File: src/rtl/reg_wb_arbiter.sv
// reg_wb_arbiter: round-robin writeback arbiter with a pending-write scoreboard and RAW hazard flags.
// Defining WB_BYPASS_EN adds a commit-cycle bypass path that masks the matching hazard.
module reg_wb_arbiter #(
  parameter int NUM_REQ  = 3,
  parameter int NUM_REGS = 16,
  parameter bit USE_RAMS = 1'b0
) (
  input  logic                    clk,
  input  logic                    reset_n,
  input  logic [NUM_REQ-1:0]      req_valid,
  input  logic [7*NUM_REQ-1:0]    req_addr,
  input  logic [64*NUM_REQ-1:0]   req_data,
  output logic [NUM_REQ-1:0]      req_ready,
  input  logic                    hold,
  input  logic                    rd_a_req,
  input  logic                    issue_valid,
  input  logic [6:0]              issue_addr,
  input  logic [6:0]              addr_a,
  input  logic [6:0]              addr_b,
  output logic                    write_regc,
  output logic [6:0]              addr_c,
  output logic [63:0]             regport_c,
  output logic                    hazard_a,
  output logic                    hazard_b,
`ifdef WB_BYPASS_EN
  output logic                    byp_a_valid,
  output logic                    byp_b_valid,
  output logic [63:0]             byp_data,
`endif
  output logic [NUM_REGS-1:0]     pending
);
  localparam int PW = $clog2(NUM_REQ);
  localparam int IW = $clog2(NUM_REGS);
  logic [PW-1:0] rr_ptr, gnt_idx, rr_next;
  logic [PW:0] idx;
  logic found, blocked, xfer;
  logic [NUM_REGS-1:0] set_mask, clr_mask;
  logic unused_bits;
  always_comb begin
    found = 1'b0;
    gnt_idx = '0;
    idx = '0;
    for (int k = 0; k < NUM_REQ; k++) begin
      idx = {1'b0, rr_ptr} + (PW+1)'(k);
      idx = idx >= (PW+1)'(NUM_REQ) ? idx - (PW+1)'(NUM_REQ) : idx;
      if (!found && req_valid[idx[PW-1:0]]) begin
        found = 1'b1;
        gnt_idx = idx[PW-1:0];
      end
    end
  end
  // A port-A RAM read owns the shared address bus, so it blocks writes that cycle.
  assign blocked = hold || (USE_RAMS && rd_a_req) || !reset_n;
  assign xfer = found && !blocked;
  assign req_ready = xfer ? {{(NUM_REQ-1){1'b0}}, 1'b1} << gnt_idx : '0;
  assign rr_next = gnt_idx == PW'(NUM_REQ-1) ? '0 : gnt_idx + 1'b1;
  assign set_mask = issue_valid ? {{(NUM_REGS-1){1'b0}}, 1'b1} << issue_addr[IW-1:0] : '0;
  assign clr_mask = write_regc ? {{(NUM_REGS-1){1'b0}}, 1'b1} << addr_c[IW-1:0] : '0;
  always_ff @(posedge clk or negedge reset_n) begin
    if (!reset_n) begin
      write_regc <= 1'b0;
      addr_c <= '0;
      regport_c <= '0;
      pending <= '0;
      rr_ptr <= '0;
    end else begin
      write_regc <= xfer;
      if (xfer) begin
        addr_c <= req_addr[7*gnt_idx +: 7];
        regport_c <= req_data[64*gnt_idx +: 64];
        rr_ptr <= rr_next;
      end
      pending <= (pending & ~clr_mask) | set_mask;
    end
  end
`ifdef WB_BYPASS_EN
  assign byp_a_valid = write_regc && addr_c[IW-1:0] == addr_a[IW-1:0];
  assign byp_b_valid = write_regc && addr_c[IW-1:0] == addr_b[IW-1:0];
  assign byp_data = regport_c;
  assign hazard_a = pending[addr_a[IW-1:0]] && !byp_a_valid;
  assign hazard_b = pending[addr_b[IW-1:0]] && !byp_b_valid;
`else
  assign hazard_a = pending[addr_a[IW-1:0]];
  assign hazard_b = pending[addr_b[IW-1:0]];
`endif
  assign unused_bits = ^{issue_addr[6:IW], addr_a[6:IW], addr_b[6:IW], rd_a_req};
endmodule

File: config.mk
export PLATFORM = sky130hd
export DESIGN_NAME = reg_wb_arbiter
export DESIGN_NICKNAME = d
export VERILOG_FILES = /design/src/rtl/reg_wb_arbiter.sv
export SDC_FILE = /design/constraint.sdc
export NUM_CORES = 1
export LEC_CHECK = 0
export ABC_CLOCK_PERIOD_IN_PS = 4700
export BUFFER_PORTS_ARGS = -buffer_cell sky130_fd_sc_hd__buf_4
export CORE_AREA = 2 2 128 130
export DETAILED_ROUTE_END_ITERATION = 6
export DIE_AREA = 0 0 130 132
export GPL_TIMING_DRIVEN = 0
export PLACE_DENSITY_LB_ADDON = 0.1
export SLEW_MARGIN = 30
export SYNTH_ARGS = -nofsm -noshare
export SYNTH_HDL_FRONTEND = slang
export SYNTH_SLANG_ARGS = --single-unit
File: constraint.sdc
create_clock -name clk -period 4.7 [get_ports clk]
set_clock_uncertainty 0.15 [all_clocks]
set_input_delay 0.235 -clock clk [delete_from_list [all_inputs] [get_ports clk]]
set_output_delay 0.235 -clock clk [all_outputs]
set_load 0.02 [all_outputs]
; Yosys cells after proc, flatten, opt, wreduce, memory -nomap -nowiden
; Cells that the tools add are included.
[classes]
reduce_logical = 8
n_div = 0
n_bitwise = 3
shift = 5
addsub = 6
multipliers = 1
n_eq_ne = 1
muxes = 23
order_cmp = 8
[op_table]
columns = op, n
row1 = $shiftx 192x9->64, 1
row2 = $mux 16, 2
row3 = $shl 1x4->16 const A, 2
row4 = $shiftx 21x6->7, 1
row5 = $and 16x16->16, 1
row6 = $not 16->16, 1
row7 = $or 16x16->16, 1
row8 = $mux 2, 7
row9 = $lt 4x5->1 const B, 2
row10 = $lt 2x3->1 const B, 3
row11 = $bmux 1 s4, 2
row12 = $mux 1, 8
row13 = $bmux 1 s2, 3
row14 = $ge 3x2->1 const B, 2
row15 = $sub 2x2->2 const B, 3
row16 = $mul 3x2->5 const A, 1
row17 = $logic_not 1->1, 4
row18 = $add 2x1->3 const B, 1
row19 = $add 2x2->3 const B, 1
row20 = $logic_and 1x1->1, 3
row21 = $mux 3, 1
row22 = $shl 1x2->3 const A, 1
row23 = $add 2x1->2 const B, 1
row24 = $eq 2x2->1 const B, 1
row25 = 2 further kinds, 2
[totals]
memories = 0
regBits = 90
wordCells = 60
ramBits = 0
out_inout_bits = 93
in_bits = 242
rom_bits = 0
latchBits = 0

; Longest topological paths before layout
; Gate-level depths: netlist of the first run.
[depth]
ltp_word = 13
ltp_mapped = 12
mapped_depth_nobuf = 9

; Worst setup path before layout of the first run
; OpenSTA, ideal clock, no wires.
[synth_path]
kind = reg2out
start = reg rr_ptr[0]
end = out req_ready[2]
path_stages_with_launch = 10
path_buffers = 3
setup_slack_ps = 2144
arrival_time_ps = 2171
cell_sequence = dfrtp_1 > inv_1 > ha_1 > buf_4 > nand2b_1 > o311a_1 > o31ai_2 > buf_4 > buf_2 > nor2b_1
[synth_via]
elab_chain_len = 13
word_cells_on_any_way = 30
classes_between = add/sub: 5 / order compare: 3 / shift: 1 / mux: 16 / reduce/logical: 5
[synth_rtl]
columns = element, line
row1 = start: declaration, 34  ; logic [PW-1:0] rr_ptr, gnt_idx, rr_next;
row2 = start signal: assignment, 71  ; rr_ptr <= rr_next;
row3 = branches (longest 12 deep; another with $add 2x1->3), --
row4 = $mux 3 (*), 55  ; assign req_ready = xfer ? {{(NUM_REQ-1){1'b0}}, 1'b1} << gnt_idx : '0;
row5 = end: declaration, 13  ; output logic [NUM_REQ-1:0] req_ready,
; Mark *: on every way between the ends. The select of a mux whose other input is x is not followed.

; Final worst setup path of the first run
[layout_path]
start = in reset_n
end = out req_ready[0]
[layout_via]
elab_chain_len = 5
[layout_rtl]
columns = element, line
row1 = start: declaration, 9  ; input logic reset_n,
row2 = $logic_not 1->1 (no source line), --
row3 = $logic_or 1x1->1, 53  ; assign blocked = hold || (USE_RAMS && rd_a_req) || !reset_n;
row4 = $logic_not 1->1, 54  ; assign xfer = found && !blocked;
row5 = $logic_and 1x1->1, 54
row6 = $mux 3, 55
; No other way between the ends.

==> reports/results.env, run 1 <==
OUTCOME='finished clean'
WORSTSETUPPATHTYPE='in2out'
MAPPEDNETLISTNETS=767
FINAL_CORE_UTIL_PCT=59.0
REMAINING_DRC_ERRORS=0
DRTANTENNAVIOLNETS=0
SYNTH_COMPOUND_GATE_AREA_SHARE_PCT=20.4
CTS.PATH.MAX_BUFFERS=2
CTS_TREE='built'
FIN_CRIT_NS=3.25
TIMING.RR.START='rr_ptr[0]$_DFFE_PN0P_'
SYNTHESIS.INSTANCES=521
BOUNDARYPINS=335
FLOORPLAN.DIE.HEIGHT_UM=132
DP_HPWL_MM=15.9
FIN_HOLD_WS_NS=0.00804
POSTROUTEWIRELENGTH_MM=20.9
GRT_PASS1_VIAS=6175
CHIPWIDTH_UM=130
SYNTH_TOP_CELLS_BY_AREA='dfrtp_1, o211ai_2, mux2i_1, nand3_1, nand2_1'
WORST_SKEW_PAIR.LATE_LATENCY_NS=0.34
VDD_IR_DROP_MAX_mV=0.405
LAYOUT.CELLS.NON_FILLER=1143
WORSTSETUPENDPOINT='req_ready[0]'
CLOCK_SINK_COUNT=90
PLACEMENT_ROWS=46
STARTPOINT_TYPE='primary input'
MAIN_COMBINATIONAL_CELL_FAMILY_BY_AREA_AFTER_SYNTHESIS='compound AO/OA/AOI/OAI gates'
MAXIMUM_CLOCK_FREQUENCY_GHz=0.307
DRT_PASS1_ITERATIONS=4
DIODES=0
CELL_TOTAL_AFTER_PLACEMENT=1061
SYNTH_MOST_COMMON_CELL='dfrtp_1'
CLOCK_INPUT_TRANSITION_AT_THE_SEQUENTIAL_CELLS_OF_THE_WORST_SETUP_AND_HOLD_PATHS_NS=0.06
POST_SYNTH_MUX_AREA_SHARE_PCT=18.0
P_LEAK_nW=4.48
HOLD_VIOLATIONS=0
SYNTHADDERAREAFRAC_PCT=0.898
PLACED_AREA_UM2=8280
GLOBALROUTE.TOTALOVERFLOW=0
SYNTH_EDF_COUNT=0
NUMPORTBUFFERS=324
AREA_GROWTH_PCT=66.3
LAYOUT-DRIVE-GT1-SHARE_PCT=49.0
FIN_AREA_UM2=9270
GRT_PASS1_WL_MM=32.0
YS_SEQ_ELEMENTS=90
SYNTHARSTFLOPSHARE_PCT=100
SYNTHESIS.AREA_UM2=5580
HTREE_LEVELS=3
CRITPATHLAUNCH='reset_n'
SETUP_VIOLATIONS=0
REGTOREGENDPOINT='addr_c[2]$_DFFE_PN0P_'
REG2REG_SLACK_NS=1.76
POSTCTSSETUPREPAIRBUFS=0
SYNTH.LARGEST_AREA_CELL='dfrtp_1'
CRITICAL_PATH_PEAK_FANOUT=91
ROUTABILITYCONGESTION=0.874
DR_TOTAL_VIAS=5826
AVGVIACOUNTPERCELL=5.10
CRITPATHARRIVALTIME_NS=2.87
INITIAL_UTILIZATION_PCT=35.5
CAP_VIOLATIONS=0
MAX-SLEW-MARGIN-REL_PCT=40.6
WORST-ENDPOINT-REQUIRED_NS=4.32
FIRST_ITER_VIOLATIONS=288
SYN-MEAN-INSTANCE-AREA_UM2=10.7
CORE_UM2=15700
R2R_CELLS=10
CTS_REPAIR_RESIZE_COUNT=0
NNETSFINAL=1169
YS_TOP_CELLS_BY_COUNT='dfrtp_1, nand2_1, mux2i_1, nand3_1, o211ai_2'
HOLDBUFCOUNTCTS=67
GRT_ANTENNA_BEFORE_REPAIR=0
GRT_START_MAX_NET_PINS=92
PWR_DENSITY_CELL_nW_PER_UM2=618
SYNTH_FF_TYPE='dfrtp_1'
CLOCK_TREE.ROOT_CELL='clkbuf_16'
RSZ0062_AT_GRT='false'
FLOORPLAN.DIE_AREA_UM2=17200
SYNTH.DISTINCT_CELLS=40
WL_PER_CELL_UM=18.3
POST_SYNTH_AND_OR_NAND_NOR_AREA_FRACTION_PCT=15.6
FIN_CRIT_SH_PCT=69.2
REPORT.FINAL.SLEW_VIOL_COUNT=0
SYNTH_AREA_IN_XOR_XNOR_PCT=0
SYNTH.YOSYS.SEQ_AREA_SHARE_PCT=40.4
CRIT_PATH_END_KIND='output pin'
YOSYSWARNINGS=0
GLOBALROUTETOTALUTIL_PCT=24.0
WORST_PIN_SLEW_NS=0.890
TIMING.SETUP.TNS_NS=0
AREA_FRACTION_OF_THE_DOMINANT_CELL_TYPE_AFTER_SYNTHESIS_PCT=40.4
HOLDCRITPATHCLASS='in2reg'
CTS_MADE_BUFFERS=9
worst max-delay path: stages:
cell,delay (ns)
dlygate4sd3_1,0.54
buf_6,0.60
nor2b_1,0.30
o21ai_4,0.16
or2_1,0.27
buf_6,0.16
buf_6,0.16
nor2_1,0.13
buf_4,0.16
how the worst min path moves through the flow:
stage,depth (start not counted),slack (ns),end,start
final,3,0.008,regport_c[49]$_DFFE_PN0P_,req_data[177]
after global placement,2,0.32,regport_c[4]$_DFFE_PN0P_,regport_c[4]$_DFFE_PN0P_
after floorplan,0,-0.21,addr_c[0]$_DFFE_PN0P_,reset_n
after global routing,3,0.008,regport_c[49]$_DFFE_PN0P_,req_data[177]
after CTS,3,0.002,regport_c[4]$_DFFE_PN0P_,req_data[132]
after detailed placement,1,0.24,pending[9]$_DFF_PN0_,reset_n
per-layer routing:
layer,global-route usage [%],vias to the layer above,share of wire (%)
li1,-,2731,-
met1,26.3,2842,38
met2,44.3,225,53
met3,5.76,28,6.9
met4,8.96,0,2.2
met5,0,-,0
registers in the layout, summed over array words and instances (netlist names):
signal and count:
rr_ptr 2, write_regc 1, regport_c 64, addr_c 7, pending 16
layout by cell type, fill, tap and decap left out, types with 2 or more instances in the layout:
cell and instances:
bufinv_16 2, dfrtp_1 90, buf_6 10, nand2b_1 9, buf_2 15, clkbuf_8 2
or2_2 2, clkbuf_16 9, clkbuf_1 11, nand3b_1 6, or3b_2 2, buf_4 326
nand2_1 75, ha_1 4, o211ai_1 3, dlygate4sd3_1 67, o21ai_0 33, nor2_1 4
nand3_1 73, nor2b_1 3, mux2i_1 73, mux4_2 10, inv_1 3, a21oi_1 4
o211ai_2 68, buf_1 5
cell families after synthesis:
| kind of cell | count (synthesis) |
|---|---|
| AND/OR/NAND/NOR | 181 |
| AO/OA/AOI/OAI | 115 |
| flip-flops | 90 |
| multiplexers | 86 |
| buffers and inverters | 45 |
| adder cells (fa/ha/maj) | 4 |
where the power goes:
part	switching, mW	total, mW	internal, mW
Clock	0.303	0.796	0.493
Combinational	1.99	3.52	1.54
Sequential	0.266	1.41	1.14
per-stage QoR:
| step | power, mW | setup WS [ns] |
|---|---|---|
| after floorplan | 3.61 | 2.14 |
| after global placement | 4.84 | 1.75 |
| after detailed placement | 4.93 | 1.70 |
| after CTS | 5.79 | 1.41 |
| after global routing | 6.10 | 1.25 |
| final | 5.73 | 1.45 |
layout make-up:
cell class	count	area, um2
Fill cell	1367	6440
Timing Repair Buffer	391	3110
Multi-Input combinational cell	386	3060
Sequential cell	90	2250
Tap cell	216	270
Clock buffer	13	260
Buffer	41	251
Clock inverter	2	60.1
Inverter	4	15.0
(Power assumes the default switching activity.)
==> inputs of run 2 (changes only) <==
--- a/config.mk
+++ b/config.mk
@@ -5,11 +5,11 @@
 export SDC_FILE = /design/constraint.sdc
 export NUM_CORES = 1
 export LEC_CHECK = 0
-export ABC_CLOCK_PERIOD_IN_PS = 4700
+export ABC_CLOCK_PERIOD_IN_PS = 2600
 export BUFFER_PORTS_ARGS = -buffer_cell sky130_fd_sc_hd__buf_4
-export CORE_AREA = 2 2 128 130
+export CORE_AREA = 2 2 129 131
 export DETAILED_ROUTE_END_ITERATION = 6
-export DIE_AREA = 0 0 130 132
+export DIE_AREA = 0 0 131 133
 export GPL_TIMING_DRIVEN = 0
 export PLACE_DENSITY_LB_ADDON = 0.1
 export SLEW_MARGIN = 30
==> constraint.sdc (replaced) <==
create_clock -name clk -period 2.6 [get_ports clk]
set_clock_uncertainty 0.15 [all_clocks]
set_input_delay 0.13 -clock clk [delete_from_list [all_inputs] [get_ports clk]]
set_output_delay 0.13 -clock clk [all_outputs]
set_load 0.02 [all_outputs]
==> reports/results.env, run 2 (synthesized netlist as in run 1, its figures left out) <==
OUTCOME='finished with violations'
VIOLATIONS_IN_THE_FINAL_REPORTS='hold timing, setup timing'
REG2REG_SLACK_NS=-0.03  # -1.79 ns
PWR_DENSITY_CELL_nW_PER_UM2=1070  # +73%
TOP_REGS='regport_c: 64 flops, pending: 16 flops, addr_c: 7 flops'
FLOORPLAN.DIE.HEIGHT_UM=133  # +0.76%
DRTANTENNAVIOLNETS=0  # unchanged
CRITICAL_PATH_PEAK_FANOUT=4  # -96%
RSZ0062_AT_GRT='true'
HOLDBUFCOUNTCTS=219  # +230%
CAP_VIOLATIONS=0  # unchanged
CORE_UM2=16200  # +2.9%
FINAL_CORE_UTIL_PCT=73.0  # +14 points
HTREE_LEVELS=3  # unchanged
DR_TOTAL_VIAS=6887  # +18%
DRT_PASS1_ITERATIONS=4  # unchanged
FLOORPLAN.DIE_AREA_UM2=17400  # +1.5%
PLACED_AREA_UM2=8290  # about the same
WL_PER_CELL_UM=19.8  # +8.6%
WORST_SKEW_PAIR.LATE_LATENCY_NS=0.34  # about the same
FIRST_ITER_VIOLATIONS=266  # -7.6%
MAX-SLEW-MARGIN-REL_PCT=42.7  # +2.0 points
HOLDCRITPATHCLASS='in2async'
REGMOSTFLOPS='regport_c'
AVGVIACOUNTPERCELL=5.15  # +1.1%
CTS_MADE_BUFFERS=9  # unchanged
VDD_IR_DROP_MAX_mV=0.563  # +39%
REMAINING_DRC_ERRORS=0  # unchanged
GRT_PASS1_WL_MM=38.4  # +20%
TIMING.RR.START='rr_ptr[1]$_DFFE_PN0P_'
REPORT.FINAL.SLEW_VIOL_COUNT=0  # unchanged
LAYOUT-DRIVE-GT1-SHARE_PCT=49.4  # +0.44 points
FINAL_COMMON_CELL='buf_4'
SETUP_SLACK_NS=-0.101  # -1.55 ns
BOUNDARYPINS=335  # unchanged
R2R_CELLS=13  # +3
WORST-ENDPOINT-REQUIRED_NS=2.32  # -2.00 ns
CLOCK_SINK_COUNT=90  # unchanged
FIN_CRIT_SH_PCT=104
GRT_PASS1_VIAS=7407  # +20%
POSTROUTEWIRELENGTH_MM=26.5  # +27%
GRT_START_MAX_NET_PINS=92  # unchanged
CRITPATHARRIVALTIME_NS=2.42  # -0.45 ns
P_LEAK_nW=5.40  # +21%
DP_HPWL_MM=15.6  # -2.0%
FIN_AREA_UM2=11800  # +27%
CHIPWIDTH_UM=131  # +0.77%
FIN_HOLD_WS_NS=-0.291  # -0.299 ns
LARGEST_REG_FLOPS=64  # unchanged
AREA_GROWTH_PCT=112
NUMPORTBUFFERS=324  # unchanged
CLOCK_TREE.ROOT_CELL='clkbuf_16'
GRT_ANTENNA_BEFORE_REPAIR=1  # +1
CTS.PATH.MAX_BUFFERS=2  # unchanged
LAYOUT.CELLS.NON_FILLER=1336  # +17%
WORST_PIN_SLEW_NS=0.860  # -0.0301 ns
ROUTABILITYCONGESTION=0.830  # -5.0%
CRIT_PATH_END_KIND='output pin'
NNETSFINAL=1356  # +16%
TIMING.SETUP.TNS_NS=-0.320  # -0.320 ns
SETUP_VIOLATIONS=7  # +7
CELL_TOTAL_AFTER_PLACEMENT=1065  # +0.38%
GLOBALROUTE.TOTALOVERFLOW=0  # unchanged
STARTPOINT_TYPE='register'
FIN_CRIT_NS=2.70
INITIAL_UTILIZATION_PCT=34.5  # -1.0 points
HOLD_VIOLATIONS=90  # +90
WORSTSETUPPATHTYPE='reg2out'
GLOBALROUTETOTALUTIL_PCT=28.7  # +4.7 points
LAYOUT_COMMON_CELLS='buf_4, dlygate4sd3_1, dfrtp_1'
PLACEMENT_ROWS=47  # +2.2%
REGTOREGENDPOINT='regport_c[17]$_DFFE_PN0P_'
CTS_TREE='built'
FINALPOWER_mW=12.6  # +120%
CLOCK_INPUT_TRANSITION_AT_THE_SEQUENTIAL_CELLS_OF_THE_WORST_SETUP_AND_HOLD_PATHS_NS=0.06  # about the same
MAXIMUM_CLOCK_FREQUENCY_GHz=0.370
-- run 2: cell types whose count changed in the layout (fill, tap and decap cells not counted), sizes merged --
| cell | before | now |
|---|---|---|
| buf | 356 | 386 |
| bufinv | 2 | 0 |
| diode | 0 | 1 |
| dlygate4sd3 | 67 | 219 |
| clkinv | 0 | 1 |
| clkinvlp | 0 | 1 |
| clkbuf | 22 | 28 |
-- run 2: area by class of cell --
class | instances | area [um2]
repair buffers | 584 | 5120
fillers | 1076 | 4360
multi-input cells | 386 | 3490
flip-flops and latches | 90 | 2250
plain buffers | 35 | 388
well taps | 220 | 275
clock buffers | 14 | 254
inverters | 4 | 15.0
clock inverters | 2 | 12.5
diodes | 1 | 2.50
-- run 2: critical path, cell delays in order, from the launching register on --
cell	delay [ns]
dfrtp_1	0.41
inv_2	0.09
ha_4	0.17
mux2i_4	0.24
o22a_1	0.22
o311a_1	0.23
o31ai_4	0.07
or2_4	0.27
buf_12	0.13
nor3_4	0.12
buf_6	0.14
-- run 2: repair_timing --
| action | 4_1_cts | 5_1_grt |
|---|---|---|
| buffers inserted | 28 | 9 |
| cloned | 2 | 3 |
| pin swaps | 10 | 9 |
| setup endpoints to repair | 74 | 74 |
| endpoints found under the hold margin | 166 | 90 |
| resized for setup | 88 | 70 |
-- run 2: worst max-delay path by stage --
stage	from	end	slack, ns	depth (start not counted)
5_1_grt	rr_ptr[1]$_DFFE_PN0P_	req_ready[1]	-0.21	10
4_1_cts	rr_ptr[1]$_DFFE_PN0P_	req_ready[1]	-0.25	12
2_1_floorplan	rr_ptr[0]$_DFFE_PN0P_	req_ready[2]	0.15	9
6_report	rr_ptr[1]$_DFFE_PN0P_	req_ready[1]	-0.10	10
3_5_place_dp	rr_ptr[0]$_DFFE_PN0P_	addr_c[4]$_DFFE_PN0P_	-0.59	10
3_3_place_gp	rr_ptr[0]$_DFFE_PN0P_	addr_c[4]$_DFFE_PN0P_	-0.48	10
-- run 2: report_power, final --
group / switching, mW / leakage, nW / internal, mW
clock: 0.529 / 0.127 / 0.675
sequential: 0.511 / 1.08 / 2.07
combinational: 4.36 / 4.19 / 4.51
-- run 2: per-stage QoR --
step	hold slack [ns]	setup slack, ns
floorplan	-0.316	0.149
global placement	0.227	-0.478
detailed placement	0.125	-0.586
CTS	-0.243	-0.251
global route	-0.211	-0.210
finish	-0.291	-0.101
-- run 2: metal layers --
metal / vias to the layer above / wire length, um / GRT usage (%)
met4: 0 / 1100 / 13.0
met3: 84 / 2000 / 6.39
met2: 355 / 13600 / 51.1
li1: 3130 / - / -
met1: 3318 / 9760 / 32.3
met5: - / 0 / 0
